File: config.mk
export PLATFORM = sky130hd
export DESIGN_NAME = tcam_ctrl
export DESIGN_NICKNAME = d
export VERILOG_FILES = /design/src/rtl/tcam_ctrl_pkg.sv /design/src/rtl/tcam_ctrl_fifo.sv /design/src/rtl/tcam_ctrl.sv
export SDC_FILE = /design/constraint.sdc
export NUM_CORES = 1
export LEC_CHECK = 0
export CORE_MARGIN = 2
export CORE_UTILIZATION = 45
export DETAILED_ROUTE_END_ITERATION = 10
export HOLD_SLACK_MARGIN = 0.02
export PLACE_DENSITY_LB_ADDON = 0.25
export SYNTH_ARGS = -nofsm -noshare
export SYNTH_HDL_FRONTEND = slang
export SYNTH_SLANG_ARGS = --single-unit
File: constraint.sdc
create_clock -name clk -period 4.5 [get_ports clk]
set_clock_uncertainty 0.05 [all_clocks]
set_input_delay 0.9 -clock clk [delete_from_list [all_inputs] [get_ports clk]]
set_output_delay 0.9 -clock clk [all_outputs]
set_load 0.005 [all_outputs]
File: src/rtl/tcam_ctrl_pkg.sv
// ---------------------------------------------------------------------------
// cam_defs: shared TCAM types for the request front-end and the array.
//   cam_t / addr_t        key-data word and entry index
//   tcam_req_t            controller -> array request bundle
//   tcam_resp_t           array -> controller combinational response
//   tcam_op_t             SEARCH / READ / WRITE / INVALIDATE opcodes
//   tcam_ctrl_entry_t     one buffered request in the controller FIFO
//   ctrl_state_t          controller state (only RUN used without
//                         TCAM_CTRL_FLUSH_EN)
// ---------------------------------------------------------------------------
package cam_defs;

    localparam int CAM_KEY_W = 32;
    localparam int CAM_DEPTH = 16;
    localparam int CAM_AW    = $clog2(CAM_DEPTH);

    typedef logic [CAM_KEY_W-1:0] cam_t;
    typedef logic [CAM_AW-1:0]    addr_t;

    typedef enum logic [1:0] {
        TCAM_OP_SEARCH     = 2'b00,
        TCAM_OP_READ       = 2'b01,
        TCAM_OP_WRITE      = 2'b10,
        TCAM_OP_INVALIDATE = 2'b11
    } tcam_op_t;

    typedef struct packed {
        addr_t addr;
        logic  addr_vld;
        logic  we;
        cam_t  data;
        logic  data_vld;
        cam_t  mask;
    } tcam_req_t;

    typedef struct packed {
        addr_t addr;
        logic  addr_vld;
        cam_t  data;
        logic  data_vld;
    } tcam_resp_t;

    typedef struct packed {
        tcam_op_t op;
        addr_t    addr;
        cam_t     key;
        cam_t     mask;
    } tcam_ctrl_entry_t;

    typedef enum logic [1:0] {
        ST_RUN   = 2'b00,
        ST_DRAIN = 2'b01,
        ST_FLUSH = 2'b10
    } ctrl_state_t;

endpackage

File: src/rtl/tcam_ctrl_fifo.sv
// ---------------------------------------------------------------------------
// tcam_ctrl_fifo: synchronous FIFO of tcam_ctrl_entry_t with show-ahead head.
//   clk, rst         clock, synchronous active-high reset (pointers only)
//   i_push, i_data   write request; ignored when full
//   i_pop            read request; ignored when empty
//   o_data           current head entry
//   o_full, o_empty  occupancy flags
// ---------------------------------------------------------------------------
module tcam_ctrl_fifo
    import cam_defs::*;
#(
    parameter int DEPTH = 4
) (
    input  logic             clk,
    input  logic             rst,
    input  logic             i_push,
    input  tcam_ctrl_entry_t i_data,
    input  logic             i_pop,
    output tcam_ctrl_entry_t o_data,
    output logic             o_full,
    output logic             o_empty
);

    localparam int PW = $clog2(DEPTH);

    tcam_ctrl_entry_t r_mem [DEPTH];
    logic [PW-1:0]    r_wptr;
    logic [PW-1:0]    r_rptr;
    logic [PW:0]      r_cnt;
    logic             w_push;
    logic             w_pop;

    assign o_full  = (r_cnt == (PW+1)'(DEPTH));
    assign o_empty = (r_cnt == '0);
    assign w_push  = i_push && !o_full;
    assign w_pop   = i_pop && !o_empty;
    assign o_data  = r_mem[r_rptr];

    // Pointers wrap naturally because DEPTH is a power of two.
    always_ff @(posedge clk) begin
        if (rst) begin
            r_wptr <= '0;
            r_rptr <= '0;
            r_cnt  <= '0;
        end else begin
            if (w_push) r_wptr <= r_wptr + 1'b1;
            if (w_pop)  r_rptr <= r_rptr + 1'b1;
            case ({w_push, w_pop})
                2'b10:   r_cnt <= r_cnt + 1'b1;
                2'b01:   r_cnt <= r_cnt - 1'b1;
                default: r_cnt <= r_cnt;
            endcase
        end
    end

    always_ff @(posedge clk) begin
        if (w_push) r_mem[r_wptr] <= i_data;
    end

endmodule

File: src/rtl/tcam_ctrl.sv
// ---------------------------------------------------------------------------
// tcam_ctrl: request front-end for the TCAM array.
// Buffers SEARCH/READ/WRITE/INVALIDATE requests in a FIFO, issues one per
// cycle onto tcam_req, and registers the combinational tcam_resp into an
// in-order valid/ready response stream (accept@N, issue@N+1, rsp@N+2).
// Optional feature macro: TCAM_CTRL_FLUSH_EN adds flush/flush_busy and a
// RUN->DRAIN->FLUSH->RUN sequence that invalidates every entry.
// Ports:
//   clk, rst                 clock, synchronous active-high reset
//   req_valid/req_ready      request handshake
//   req_op/addr/key/mask     request payload
//   rsp_valid/rsp_ready      response handshake
//   rsp_op/hit/index/data    response payload
//   tcam_req / tcam_resp     array interface
//   flush / flush_busy       [TCAM_CTRL_FLUSH_EN] flush pulse / in-progress
// ---------------------------------------------------------------------------
module tcam_ctrl
    import cam_defs::*;
#(
    parameter int KEY_WIDTH  = CAM_KEY_W,
    parameter int KEY_DEPTH  = CAM_DEPTH,
    parameter int FIFO_DEPTH = 4
) (
    input  logic                         clk,
    input  logic                         rst,
    input  logic                         req_valid,
    output logic                         req_ready,
    input  logic [1:0]                   req_op,
    input  logic [$clog2(KEY_DEPTH)-1:0] req_addr,
    input  logic [KEY_WIDTH-1:0]         req_key,
    input  logic [KEY_WIDTH-1:0]         req_mask,
    output logic                         rsp_valid,
    input  logic                         rsp_ready,
    output logic [1:0]                   rsp_op,
    output logic                         rsp_hit,
    output logic [$clog2(KEY_DEPTH)-1:0] rsp_index,
    output logic [KEY_WIDTH-1:0]         rsp_data,
    output tcam_req_t                    tcam_req,
    input  tcam_resp_t                   tcam_resp
`ifdef TCAM_CTRL_FLUSH_EN
    ,
    input  logic                         flush,
    output logic                         flush_busy
`endif
);

    tcam_ctrl_entry_t w_push_entry;
    tcam_ctrl_entry_t w_head;
    logic             w_full;
    logic             w_empty;
    logic             w_issue;
    logic             w_accept_en;
    logic             w_issue_en;
    logic             w_flush_issue;

    logic             r_rsp_valid;
    tcam_op_t         r_rsp_op;
    logic             r_rsp_hit;
    addr_t            r_rsp_index;
    cam_t             r_rsp_data;

`ifdef TCAM_CTRL_FLUSH_EN
    ctrl_state_t r_state;
    ctrl_state_t w_state_nxt;
    addr_t       r_flush_idx;

    always_ff @(posedge clk) begin
        if (rst) begin
            r_state     <= ST_RUN;
            r_flush_idx <= '0;
        end else begin
            r_state     <= w_state_nxt;
            r_flush_idx <= (r_state == ST_FLUSH) ? r_flush_idx + 1'b1 : '0;
        end
    end

    // flush is only sampled in RUN, so a pulse while busy is dropped.
    always_comb begin
        w_state_nxt = r_state;
        case (r_state)
            ST_RUN:   if (flush) w_state_nxt = ST_DRAIN;
            ST_DRAIN: if (w_empty && !r_rsp_valid) w_state_nxt = ST_FLUSH;
            ST_FLUSH: if (r_flush_idx == addr_t'(KEY_DEPTH-1)) w_state_nxt = ST_RUN;
            default:  w_state_nxt = ST_RUN;
        endcase
    end

    assign w_accept_en   = (r_state == ST_RUN);
    assign w_issue_en    = (r_state != ST_FLUSH);
    assign w_flush_issue = !rst && (r_state == ST_FLUSH);
    assign flush_busy    = (r_state != ST_RUN);
`else
    assign w_accept_en   = 1'b1;
    assign w_issue_en    = 1'b1;
    assign w_flush_issue = 1'b0;
`endif

    assign req_ready = !rst && !w_full && w_accept_en;

    // Issue is gated by rst so no array write leaks out in a reset cycle.
    assign w_issue = !rst && !w_empty && w_issue_en && (!r_rsp_valid || rsp_ready);

    assign w_push_entry.op   = tcam_op_t'(req_op);
    assign w_push_entry.addr = addr_t'(req_addr);
    assign w_push_entry.key  = cam_t'(req_key);
    assign w_push_entry.mask = cam_t'(req_mask);

    tcam_ctrl_fifo #(
        .DEPTH (FIFO_DEPTH)
    ) u_fifo (
        .clk     (clk),
        .rst     (rst),
        .i_push  (req_valid && req_ready),
        .i_data  (w_push_entry),
        .i_pop   (w_issue),
        .o_data  (w_head),
        .o_full  (w_full),
        .o_empty (w_empty)
    );

    // Array request: all-zero outside issue cycles so nothing is written.
    always_comb begin
        tcam_req = '0;
        if (w_issue) begin
            case (w_head.op)
                TCAM_OP_SEARCH: begin
                    tcam_req.data = w_head.key;
                    tcam_req.mask = w_head.mask;
                end
                TCAM_OP_READ: begin
                    tcam_req.addr     = w_head.addr;
                    tcam_req.addr_vld = 1'b1;
                end
                TCAM_OP_WRITE: begin
                    tcam_req.addr     = w_head.addr;
                    tcam_req.addr_vld = 1'b1;
                    tcam_req.we       = 1'b1;
                    tcam_req.data     = w_head.key;
                    tcam_req.data_vld = 1'b1;
                end
                default: begin
                    tcam_req.addr     = w_head.addr;
                    tcam_req.addr_vld = 1'b1;
                    tcam_req.we       = 1'b1;
                end
            endcase
        end else if (w_flush_issue) begin
`ifdef TCAM_CTRL_FLUSH_EN
            tcam_req.addr     = r_flush_idx;
`endif
            tcam_req.addr_vld = 1'b1;
            tcam_req.we       = 1'b1;
        end
    end

    // Response slot: captured from the array in the issue cycle.
    always_ff @(posedge clk) begin
        if (rst) begin
            r_rsp_valid <= 1'b0;
            r_rsp_op    <= TCAM_OP_SEARCH;
            r_rsp_hit   <= 1'b0;
            r_rsp_index <= '0;
            r_rsp_data  <= '0;
        end else if (w_issue) begin
            r_rsp_valid <= 1'b1;
            r_rsp_op    <= w_head.op;
            if (w_head.op == TCAM_OP_SEARCH) begin
                r_rsp_hit   <= tcam_resp.addr_vld;
                r_rsp_index <= tcam_resp.addr_vld ? tcam_resp.addr : '0;
            end else begin
                r_rsp_hit   <= 1'b1;
                r_rsp_index <= w_head.addr;
            end
            r_rsp_data <= (w_head.op == TCAM_OP_READ && tcam_resp.data_vld) ? tcam_resp.data : '0;
        end else if (rsp_ready) begin
            r_rsp_valid <= 1'b0;
        end
    end

    assign rsp_valid = r_rsp_valid;
    assign rsp_op    = r_rsp_op;
    assign rsp_hit   = r_rsp_hit;
    assign rsp_index = r_rsp_index;
    assign rsp_data  = r_rsp_data;

endmodule
## Word level (Yosys, flattened, before mapping)

Memory sizes are Yosys's and may differ from the RTL's. A register that Yosys moved wholly into a read port is not among the register bits.
Index checks and enable logic that the tools add are counted.
Widths: inputs -> output; s select.

- $add $sub $neg: 4
- Multipliers: 0
- Div/mod/pow operators: 0
- Magnitude comparators: 0
- Eq/ne operators: 5
- Shifts and indexed selects: 0
- Mux-type cells: 19
- Bitwise operators: 0
- Reduce and logical (&&, ||, !) cells: 18

Operators with widths:

| kind | count |
|---|---|
| $mux 32 | 3 |
| $mux 65 | 1 |
| $mux 4 | 3 |
| $logic_and 1x1->1 | 7 |
| $mux 1 | 7 |
| $mux 2 | 3 |
| $pmux 3 s2 | 1 |
| $mux 5 | 1 |
| $add 2x1->2 const B | 2 |
| $eq 2x1->1 const B | 2 |
| $eq 2x2->1 const B | 2 |
| $logic_not 1->1 | 4 |
| $reduce_bool 2->1 | 2 |
| $reduce_or 2->1 | 2 |
| $add 3x1->3 const B | 1 |
| $eq 3x3->1 const B | 1 |
| $logic_not 3->1 | 1 |
| $sub 3x1->3 const B | 1 |
| $logic_not 2->1 | 1 |
| $logic_or 1x1->1 | 1 |

- Bits in registers: 47
- Bits in latches: 0
- Memory bits (writable): 280
- Bits in read-only memories: 0
- Bits of input ports: 112
- Word-level logic and storage cells: 55
- Memories kept: 1

Memory list:

| name | words | bits a word | read ports | clocked after Yosys merged registers in | wr ports | RTL line | text |
|---|---|---|---|---|---|---|---|
| u_fifo.r_mem | 4 | 70 | 1 | 1 | 1 | tcam_ctrl_fifo.sv:26 | `tcam_ctrl_entry_t r_mem [DEPTH];` |

## Logic depth before layout (Yosys ltp)

- Word-level depth: 7
- Depth in mapped cells: 9
- Depth with buffers taken out: 9

## By module

From an unflattened synthesis, not the netlist that was laid out.

- Cells, all modules: 694
- Area, all modules: 12808.5 µm²

By module, submodules not included:

| module | times used | cells each | area an instance (µm²) |
|---|---|---|---|
| tcam_ctrl_fifo | 1 | 420 | 10650.2 |
| tcam_ctrl | 1 | 274 | 2158.3 |

## Worst setup path after synthesis

OpenSTA, ideal clock, no wires.

- Path kind: input port to flip-flop
- Start point: in rst
- End point: mem u_fifo.r_mem[1][0] (netlist bit), enable pin
- Arrival: 3184 ps
- Data required time: 4014 ps
- Path slack: 831 ps
- Stages on the path: 2
- Buffers on the path: 0
- Cells stage by stage: a211oi_1 > and2_1

- Word-level cells in the longest chain between the ends: 6

RTL lines:

| what | RTL line | text |
|---|---|---|
| start: declaration | tcam_ctrl.sv:25 | `input logic rst,` |
| $logic_not 1->1 | tcam_ctrl.sv:98 | `assign req_ready = !rst && !w_full && w_accept_en;` |
| $logic_and 1x1->1 | tcam_ctrl.sv:98 |  |
| $logic_and 1x1->1 | tcam_ctrl.sv:113 | `.i_push (req_valid && req_ready),` |
| $logic_and 1x1->1 | tcam_ctrl_fifo.sv:35 | `assign w_push = i_push && !o_full;` |
| $mux 1 | tcam_ctrl_fifo.sv:57 | `if (w_push) r_mem[r_wptr] <= i_data;` |
| $mux 1 (implied by the code) | tcam_ctrl_fifo.sv:57 |  |
| end: declaration | tcam_ctrl_fifo.sv:26 |  |

Every way passes these cells.

==> results.md <==
* Status: completed
* Crit path max-delay family: simple AND/OR/NAND/NOR gates
* Worst path required time at 3.55 ns
* Total CTS buffers at 35
* Final Hold Fails at 0
* Filler cells at 2151
* Final cycle utilization of the critical path at 90.3%
* DR DRC count at 0
* Setup Viol. Count Final at 0
* Crit path kind: primary input to output port
* Via density at 5.16
* Hold_buf cts at 0
* Overall power at 7.86 mW
* Worst Path Max Fanout at 33
* Post-Syn Area at 12700 sq um
* Pin count of the biggest net entering global routing at 51
* Buffers added on ports at 223
* Crit path capture type: output port
* Slew @ Worst Pin at 1.09 ns
* CP Data Arrival Time at 3.11 ns
* Minimum clock period at 4.06 ns
* Crit path max-delay cell type: clkdlybuf4s50_1
* Detail Placement HPWL at 16400 um
* Synthesized flop and latch total at 329
* TNS Setup at 0 ns
* Power Density at 476 nW/um^2
* Max Buffers Root-to-Sink at 3
* Buf/Inv on CP at 2
* Ys Warns at 0
* Vias in the first global route at 7020
* Slew Limit Fails at 0
* Die W at 172 um
* DRT Pass-1 Iters at 4
* Num ports at 224
* Later-pin clock latency in the skew report at 0.49 ns
* Final Cell Area at 16500 sq um
* Global route overflow at 0
* Area leader, netlist: edfxtp_1
* Die height at 172 um
* Starting Density at 45.6%
* RSZ-0062 raised after global routing: false
* CTS tree: built
* CP Cell Sequence: clkdlybuf4s50_1 > nor2b_1 > or4_4 > or2_4 > nor2b_1 > clkdlybuf4s50_1
* Post-Syn Instances at 674
* Share of the synthesized area in the top cell type at 66.4%
* Core region area at 27800 sq um
* Layout Nets at 1030
* Post-CTS Resized at 0
* Vias post-DR at 6794
* Post-CTS setup repair buffer count at 0
* Rel. slew slack at 27.4%
* Share of layout cells above drive strength 1 at 18.7%
* Syn nets at 792
* Starting DRC count in detailed routing at 375
* Die Area at 29500 sq um
* CP peak stage delay at 0.51 ns
* Final WL at 26100 um
* CTS sink count at 329
* Instance area at placement at 15400 sq um
* Post-route ant nets at 0
* Leak at 5.27 nW
* Total track usage at 17.6%
* Mean Syn Cell Area at 18.8 sq um
* H-tree Lvls at 2
* Peak supply drop at 0.337 mV
* Syn-to-layout area delta at 30.3%
* Register area share after synthesis at 74.1%
* Hold/Removal Path Class: flip-flop to flip-flop
* Root Driver: clkbuf_16
* Max Cap Viol at 0
* Worst-path clk slew at 0.06 ns
* Max Fclk at 246 MHz
* Top area cells in the synthesized netlist: edfxtp_1, mux4_2, dfxtp_1, a2bb2oi_1, nor2b_2
* Critical Path Source Type: primary input
* Rows at 61
* Drt wl/cell at 19.8 um
* Initial antenna violation count at 3
* First-pass GRT wire length at 39300 um
* Yosys cell types at 35
* Routability congestion estimate at 0.721
## synth_stat cells
| cell | count |
|---|---|
| nor3b_2 | 1 |
| edfxtp_1 | 280 |
| and3_1 | 4 |
| a211oi_1 | 1 |
| or3_1 | 3 |
| fa_1 | 1 |
| a221o_1 | 4 |
| nand2b_1 | 1 |
| or2_4 | 1 |
| nand3b_1 | 1 |
| nand2_1 | 7 |
| nor2b_2 | 29 |
| o31ai_1 | 1 |
| buf_1 | 10 |
| o21ai_0 | 2 |
| and2_1 | 5 |
| or4_4 | 1 |
| xnor2_1 | 1 |
| clkinv_1 | 1 |
| or4_1 | 1 |
| clkbuf_1 | 26 |
| nor3_1 | 1 |
| inv_1 | 10 |
| buf_6 | 6 |
| buf_2 | 1 |
| nand3_1 | 32 |
| dfxtp_1 | 49 |
| xor2_1 | 2 |
| a2bb2oi_1 | 33 |
| nor2b_1 | 37 |
| mux4_2 | 70 |
| ha_1 | 5 |
| nor2_1 | 38 |
| or2_2 | 1 |
| a21oi_1 | 8 |
## state kept, by name, summed over array words and instances (netlist names), named ones only
| signal | cells |
|---|---|
| rsp_data | 32 |
| rsp_hit | 1 |
| rsp_index | 4 |
| rsp_op | 2 |
| rsp_valid | 1 |
| u_fifo.r_cnt | 3 |
| u_fifo.r_mem | 280 |
| u_fifo.r_rptr | 2 |
| u_fifo.r_wptr | 2 |
## metrics by stage
step | setup WS (ns) | hold slack (ns) | util, % | cells
after global routing | 0.359 | 0.438 | 59.4 | 1316
final | 0.437 | 0.412 | 59.4 | 1317
after detailed placement | 0.439 | 0.407 | 55.4 | 1253
after global placement | 0.457 | 0.393 | 55.4 | 1253
after floorplan | 0.831 | 0.403 | - | 674
after CTS | 0.424 | 0.415 | 59.4 | 1315
## layout make-up
class	instances	area, sq um	share of cell area (%)
timing repair buffer	244	2440	14.8
clock buffer	48	977	5.92
tap	378	473	2.86
antenna	2	5.00	0.0303
inverter	11	41.3	0.250
clock inverter	14	136	0.826
sequential	329	9400	56.9
multi-input combinational	291	3040	18.4
## placed cells by master (no fill, tap or decap), types with 8 or more instances in the layout
cell,instances
clkdlybuf4s50_1,223
dfxtp_1,47
nor2b_2,29
a2bb2oi_1,33
a21oi_1,8
clkbuf_1,10
nand3_1,32
edfxtp_1,280
buf_4,17
nor2b_1,37
nor2_1,38
mux4_2,70
clkbuf_16,37
inv_1,10
clkinv_1,8
## power breakdown
part	switching, mW	internal (mW)	total [mW]
Combinational	0.698	0.846	1.54
Clock	1.08	1.69	2.77
Sequential	0.0636	3.49	3.55
Total	1.84	6.02	7.86
## final timing paths
kind | startpoint | to | slack (ns) | depth (start not counted)
max | rsp_ready | tcam_req[0] | 0.44 | 6
min reg2reg | rsp_op[1] | rsp_op[1] | 0.41 | 2
max reg2reg | flip-flop | rsp_data[7] | 1.80 | 6
min | rsp_op[1] | rsp_op[1] | 0.41 | 2
## worst register-to-register path, delay by kind of cell, from the launching register on
kind,cells,cell delay (ns)
AO/OA/AOI/OAI,1,0.17
buffers and inverters,2,0.80
AND/OR/NAND/NOR,2,0.79
multiplexers,1,0.47
flip-flops,1,0.35
## layer usage
layer,vias to the layer above,track usage [%],routed length [um]
met5,-,0,12
li1,3130,-,-
met2,208,30.1,12900
met4,2,4.24,393
met3,39,5.48,2140
met1,3415,21.9,10700
## kinds of logic (layout without fill, tap and decap cells)
kind of cell	Yosys count	after routing	share of synthesized area [%]
buf+inv	54	317	1.96
simple gates	163	163	7.53
compound gates	49	49	3.11
flops	329	329	74.1
mux	70	70	12.4
other cells	0	2	0
xor+xnor	3	3	0.207
fa+ha+maj	6	6	0.652
No activity file was read; power rests on OpenSTA's default activity.
==> edit: new RTL, same flow settings <==
Add an input register stage for `req_key`; this delays it by one clock. The other inputs are not delayed to match.
--- a/src/rtl/tcam_ctrl.sv
+++ b/src/rtl/tcam_ctrl.sv
@@ -43,6 +43,12 @@
     output logic                         flush_busy
 `endif
 );
+
+    logic [KEY_WIDTH-1:0] req_key_q;
+
+    always_ff @(posedge clk) begin
+        req_key_q <= req_key;
+    end
 
     tcam_ctrl_entry_t w_push_entry;
     tcam_ctrl_entry_t w_head;
@@ -102,7 +108,7 @@
 
     assign w_push_entry.op   = tcam_op_t'(req_op);
     assign w_push_entry.addr = addr_t'(req_addr);
-    assign w_push_entry.key  = cam_t'(req_key);
+    assign w_push_entry.key  = cam_t'(req_key_q);
     assign w_push_entry.mask = cam_t'(req_mask);
 
     tcam_ctrl_fifo #(
Formal check against the unedited RTL: not equivalent (a bounded check fails within 4 cycles, from zero or initial values and one cycle with rst high).
==> edit against the unedited design <==
Sequential cell count rose by 32. Die area is 3.8% higher. Fmax is 1.8% lower. Core utilization is 0.071 points lower. Synthesized cell count is 4.5% higher. Wire length is 0.95% higher. Critical path depth unchanged. Sequential power rose by 8.7%. Non-clock buffer count down 7. Area after synthesis grew 3.9%. Cell area is 3.5% higher. Power up 7.3%. Worst setup slack worse by 74 ps. Largest power group unchanged.
==> edit: results (changes against the unedited design) <==
metric,value,unit,change
Syn Area/Cell,18.7,um2,was 18.8 um2
Netlist cell types,33,,was 35
r2r setup slk,1510,ps,was 1800 ps
share of layout cells above drive strength 1,16.8,%,was 18.7%
DRT Wirelength,26.3,mm,was 26.1 mm
most frequent cells after synthesis,"edfxtp_1 (280), dfxtp_1 (81), mux4_2 (70)",,"was edfxtp_1 (280), mux4_2 (70), dfxtp_1 (49)"
Syn Nets,822,,was 792
"Core Util, Final",59.4,%,about the same
core area,28800,um2,"was 27,800 um2"
Final clock-cell share,7.07,%,was 6.74%
fin nets,1055,,"was 1,030"
critical hold path startpoint,rsp_data[14],,was rsp_op[1]
Fill cells,2161,,"was 2,151"
largest net degree at the start of global routing,70,,was 51
vias,6938,,"was 6,794"
Clock power frac,35.2,%,about the same
multi-input combinational area share,17.1,%,was 18.4%
clock buf count,58,,was 48
comb_multi_in,290,,was 291
DRT Pass-1 Iters,6,,was 4
GRT Total Usage,17.3,%,was 17.6%
antenna cells,0,,was 2
Hold Path End,rsp_data[14],,was rsp_op[1]
Seq/total area,58.7,%,was 56.9%
#FFs+latches synth,361,,was 329
first-pass GRT wire length,40.8,mm,was 39.3 mm
Crit-path slowest cell,or4_2,,was clkdlybuf4s50_1
sw power,1.98,mW,was 1.84 mW
leakage power,5.46,nW,was 5.27 nW
initial antenna violation count,1,,was 3
detailed router's first-iteration violation count,371,,was 375
pre-CTS setup slack,342,ps,was 439 ps
f_max,242,MHz,was 246 MHz
Max VDD drop,0.000341,V,was 0.000337 V
worst reg2reg endpoint,rsp_data[4],,was rsp_data[7]
status,finished clean,,unchanged
placed insts,1283,,"was 1,253"
main area contributors after synthesis,"edfxtp_1 (64%), dfxtp_1 (12%), mux4_2 (12%), nor2b_1 (2.6%), nand4_1 (1.5%)",,"was edfxtp_1 (66%), mux4_2 (12%), dfxtp_1 (7.7%), a2bb2oi_1 (2.3%), nor2b_2 (2.0%)"
vias in the first global route,7222,,"was 7,020"
Final Non-Filler Cells,1349,,"was 1,317"
dominant cell type by area after synthesis,edfxtp_1,,unchanged
CP arrival,3190,ps,was 3110 ps
Logic power comb,1.60,mW,was 1.54 mW
worst hold margin,402,ps,was 412 ps
power per cell area,493,nW/um2,was 476 nW/um2
dpl cell area,15900,um2,"was 15,400 um2"
## edit: cell count changes after synthesis, moves of 2 or more
cell,before,now
a2bb2oi_1,33,1
a21oi_1,8,38
nand2_1,7,37
nor2_1,38,8
nand4_1,0,32
nor2b_1,37,55
buf_1,10,8
buf_6,6,4
nand3_1,32,0
nor2b_2,29,12
buf_2,1,3
dfxtp_1,49,81
## edit: logic make-up (layout without fill, tap and decap cells)
family                   count (synthesis)  in the layout  share of synthesized area, %
flip-flops                             361            361                          76.2
XOR/XNOR                                 4              4                         0.266
buffers and inverters                   53            314                          1.77
AO/OA/AOI/OAI                           47             47                          2.00
multiplexers                            70             70                          12.0
AND/OR/NAND/NOR                        163            163                          7.19
adder cells (fa/ha/maj)                  6              6                         0.627
## edit: routing by layer
metal	vias up	GRT usage, %	wire, um
met1	3461	23.0	11300
met2	226	28.5	12900
li1	3212	-	-
met4	2	4.55	415
met3	37	4.42	1670
met5	-	0	13
